$ cat config.mk
export PLATFORM = sky130hd
export DESIGN_NAME = life_sequencer
export DESIGN_NICKNAME = d
export VERILOG_FILES = /design/src/rtl/life_sequencer.sv
export SDC_FILE = /design/constraint.sdc
export NUM_CORES = 1
export LEC_CHECK = 0
export ABC_AREA = 0
export ABC_CLOCK_PERIOD_IN_PS = 3050
export CAP_MARGIN = 20
export CORE_MARGIN = 2
export CORE_UTILIZATION = 38
export CTS_BUF_LIST = sky130_fd_sc_hd__clkbuf_8
export DETAILED_ROUTE_END_ITERATION = 10
export MAX_ROUTING_LAYER = met4
export PLACE_DENSITY = 0.9
export SETUP_SLACK_MARGIN = 0.05
export SLEW_MARGIN = 0
export SYNTH_ARGS = -nofsm -noshare
export SYNTH_HDL_FRONTEND = slang
export SYNTH_SLANG_ARGS = --single-unit
$ cat constraint.sdc
create_clock -name clk -period 3.05 [get_ports clk]
set_input_delay 0.915 -clock clk [delete_from_list [all_inputs] [get_ports clk]]
set_output_delay 0.915 -clock clk [all_outputs]
set_load 0.02 [all_outputs]
$ cat src/rtl/life_sequencer.sv
// Generation sequencer for an 8x8 Life grid: load/run/pause/single-step control around an external evolve datapath.
// Optional build macro LIFE_STABLE_DETECT_EN: halt instead of advancing when the next generation equals the current one.
module life_sequencer #(
    parameter int unsigned TICK_DIV = 4,
    parameter int unsigned GEN_W    = 16
) (
    input  logic             clk,
    input  logic             reset,
    input  logic             load,
    input  logic             run,
    input  logic             step,
    input  logic [63:0]      seed,
    input  logic [63:0]      grid_next,
    output logic [63:0]      grid,
    output logic             advance,
    output logic [GEN_W-1:0] gen_count,
    output logic [1:0]       state,
    output logic             stable
);

    typedef enum logic [1:0] {
        IDLE  = 2'b00,
        RUN   = 2'b01,
        PAUSE = 2'b10,
        HALT  = 2'b11
    } state_t;

    localparam logic [15:0] TICK_LAST = 16'(TICK_DIV - 1);

    state_t           state_reg, state_next;
    logic [63:0]      grid_reg, grid_upd;
    logic [15:0]      tick_reg, tick_next;
    logic [GEN_W-1:0] gen_reg, gen_next;
    logic             step_prev_reg;
    logic             want_adv, adv, halt_go;

    always_comb begin
        state_next = state_reg;
        grid_upd   = grid_reg;
        tick_next  = tick_reg;
        gen_next   = gen_reg;
        want_adv   = 1'b0;
        adv        = 1'b0;
        halt_go    = 1'b0;

        case (state_reg)
            RUN: begin
                // Pausing freezes the tick phase so resume continues where it left off.
                if (!run) begin
                    state_next = PAUSE;
                end else if (tick_reg == TICK_LAST) begin
                    tick_next = '0;
                    want_adv  = 1'b1;
                end else begin
                    tick_next = tick_reg + 16'd1;
                end
            end
            PAUSE: begin
                if (run)
                    state_next = RUN;
                if (step && !step_prev_reg)
                    want_adv = 1'b1;
            end
            default: ;
        endcase

`ifdef LIFE_STABLE_DETECT_EN
        if (want_adv && ((grid_next == grid_reg) || (grid_reg == '0)))
            halt_go = 1'b1;
        else
            adv = want_adv;
`else
        adv = want_adv;
`endif

        if (adv) begin
            grid_upd = grid_next;
            gen_next = gen_reg + GEN_W'(1);
        end
        if (halt_go)
            state_next = HALT;

        if (load) begin
            state_next = run ? RUN : PAUSE;
            grid_upd   = seed;
            gen_next   = '0;
            tick_next  = '0;
            adv        = 1'b0;
        end
    end

    always_ff @(posedge clk) begin
        if (reset) begin
            state_reg     <= IDLE;
            grid_reg      <= '0;
            tick_reg      <= '0;
            gen_reg       <= '0;
            step_prev_reg <= 1'b0;
        end else begin
            state_reg     <= state_next;
            grid_reg      <= grid_upd;
            tick_reg      <= tick_next;
            gen_reg       <= gen_next;
            step_prev_reg <= step;
        end
    end

    assign grid      = grid_reg;
    assign gen_count = gen_reg;
    assign state     = state_reg;
    assign advance   = adv && !reset;

`ifdef LIFE_STABLE_DETECT_EN
    assign stable = (state_reg == HALT);
`else
    assign stable = 1'b0;
`endif

endmodule
==> results.yml, run 1 <==
setup_path:
  worstSetupEndpointType: "output pin"
  start_kind: "register"
  path_max_fanout: 2
  r2r_slack_ns: 0.39
  worst_r2r_path_depth: 6
  path_class: "register to output pin"
  critPathRequiredTime_ns: 2.13
  cp.arrival_ns: 2.04
  r2r_start: "tick_reg[15]$_SDFFE_PP0P_"
  reg2reg_to: "gen_count[15]$_SDFFE_PP0P_"
  worstSetupEndpoint: "advance"
  crit_start: "tick_reg[15]$_SDFFE_PP0P_"
yosys:
  synth-edff-count: 0
  yosys-top-cells-area: "dfxtp_1 44%, a221oi_1 12%, a21oi_1 9.4%"
  yosysTopAreaCellShare_pct: 44.1
  synthesis.nets: 700
  seq_area_frac_synth_pct: 44.1
  syn_area_per_cell_um2: 7.98
  yosysWarnings: 0
  synth_flop_cell: "dfxtp_1"
  ys_top_cells_by_count: "99 x dfxtp_1, 87 x nand2_1, 84 x a21oi_1"
  synth_area_um2: 4490
  synth_seq_cells: 99
  netlist-cell-type-count: 40
  yosysTopAreaCell: "dfxtp_1"
  synthArstFlopShare_pct: 0
  syn_inst: 563
  yosysMostFrequentCell: "dfxtp_1"
final_layout:
  largest_register_ff_count: 64
  nets: 901
  insertedDiodeCount: 0
  nFillCells: 991
  synthToLayoutAreaGrowth_pct: 56.5
  fin_cells: 912
  drive_above_1_share_pct: 6.11
  fin_area_um2: 7030
sta:
  slew_headroom_pct: 37.1
  clock.fmax_ghz: 0.338
  rsz0062_at_grt: "yes"
  finalHoldViolCount: 0
  timing.final.ws_setup_ns: 0.0943
  period_share_pct: 96.9
  tightest_slew_ns: 0.944
  period_minus_slack_ns: 2.96
  setup_tns_ns: 0
  drv_slew: 0
  fin_skew_ns: 0.0161
  setup_viol: 0
power_and_ir_drop:
  vdd_drop_max_uv: 228
  finalPower_w: 0.00292
  power_density_nw_per_um2: 415
  leakage_nw: 2.64
clock_network:
  cts_buffers: 9
  cts_buffer_depth: 2
  hold_buffers: 0
  clock-sinks: 99
  cts_tree: "built"
  cts_root_buf: "clkbuf_8"
  cts.clk_slew.worst_paths_ns: 0.10
  clkLatencyLatePin_ns: 0.37
  cts_max_level: 3
floorplanning:
  die_w_um: 113
  pin_count: 217
  dieArea_um2: 12700
  die_y_um: 113
  coreArea_um2: 11500
  rows: 39
  start_util_pct: 39.2
drt:
  via_count: 4817
  drtPass1Iterations: 6
  routed_via_density: 5.28
  first_iter_violations: 319
  post_drt_wl_per_cell_um: 15.2
  wirelength_mm: 13.9
  ant_nets: 0
  drc: 0
hold_path:
  hold_path_startpoint: "tick_reg[1]$_SDFFE_PP0P_"
  hp-class: "register to register"
  holdPathStages: 2
run_status:
  status: "finished clean"
place:
  globalplace.congestion: 0.857
  placedCellCount: 894
  place_area_um2: 6800
  dpl.hpwl_mm: 9.83
  port_buffers: 215
  place_ws_ns: -0.632
global_routing:
  grt_pass1_wl_mm: 22.2
  groute.usage.overall_pct: 22.1
  antenna_found_initial: 0
  grt-ovfl-total: 0
  grt_pass1_vias: 4590
  grt_max_degree: 103
job:
  drv_cap: 0
==> what timing repair did <==
item / in CTS / in global routing
setup buffers: 1 / 1
hold endpoints to repair: 0 / 0
resized for setup: 8 / 4
pin swaps: 2 / 0
setup endpoints to repair: 1 / 1
gates cloned: 0 / 0
==> report_power, final <==
part / total, W / switching, W / internal [W]
Clock: 0.000933 / 0.000472 / 0.000461
Sequential: 0.00139 / 0.0000352 / 0.00136
Combinational: 0.000595 / 0.000264 / 0.000331
==> kinds of logic after synthesis <==
logic type	after synthesis	share of synthesized area (%)
AOI/OAI and AO/OA	174	25.7
other	1	0.0835
xor gates and xnor gates	12	2.34
adders and majority gates	4	1.11
muxes	1	0.223
buffers and inverters	115	10.1
and+or+nand+nor	157	16.3
DFF	99	44.1
==> worst min-delay path by stage <==
stage          slack (ns)                          to
2_1_floorplan        0.45    tick_reg[1]$_SDFFE_PP0P_
3_3_place_gp         0.46  gen_count[15]$_SDFFE_PP0P_
3_5_place_dp         0.48    tick_reg[1]$_SDFFE_PP0P_
4_1_cts              0.49    tick_reg[1]$_SDFFE_PP0P_
5_1_grt              0.53    tick_reg[1]$_SDFFE_PP0P_
6_report             0.49    tick_reg[1]$_SDFFE_PP0P_
==> worst max-delay path, stage by stage (launching register included) <==
cell     delay [ns]
dfxtp_2        0.33
or4_4          0.54
or3_4          0.35
o21a_4         0.22
nor2_4         0.11
buf_6          0.12
==> final cells by class <==
class	instances	area (um^2)	share of cell area [%]
clock buffer	9	124	1.76
clock inverter	7	91.3	1.30
inverter	70	263	3.74
multi-input combinational	349	2080	29.5
sequential	99	1980	28.2
tap	143	179	2.54
timing repair buffer	235	2310	32.9
==> cell usage in the layout, fill, tap and decap left out, types with 7 or more instances in the layout <==
cell type / count
clkdlybuf4s50_1: 210
dfxtp_1: 98
nand2_1: 87
a21oi_1: 84
inv_1: 71
a221oi_1: 64
buf_4: 19
nor2_1: 18
o21ai_0: 13
or3_1: 9
clkbuf_8: 9
nand3_1: 7
==> metal layers <==
metal / track usage, % / share of wire [%]
met2: 35.9 / 49
met1: 27.7 / 43
met5: - / 0
met4: 8.37 / 2.4
met3: 3.64 / 5.7
==> through the flow <==
| stage | utilization (%) | hold WS [ns] |
|---|---|---|
| finish | 61.3 | 0.488 |
| global route | 61.3 | 0.529 |
| CTS | 61.2 | 0.492 |
| detailed placement | 59.3 | 0.477 |
| global placement | 59.3 | 0.464 |
| floorplan | - | 0.454 |
(Power assumes the default switching activity.)
==> run 2: changes to the inputs <==
SLEW_MARGIN = 20   (was 0)
==> results of run 2 <==
The final DEF is identical to that of run 1; final timing and power are the same.
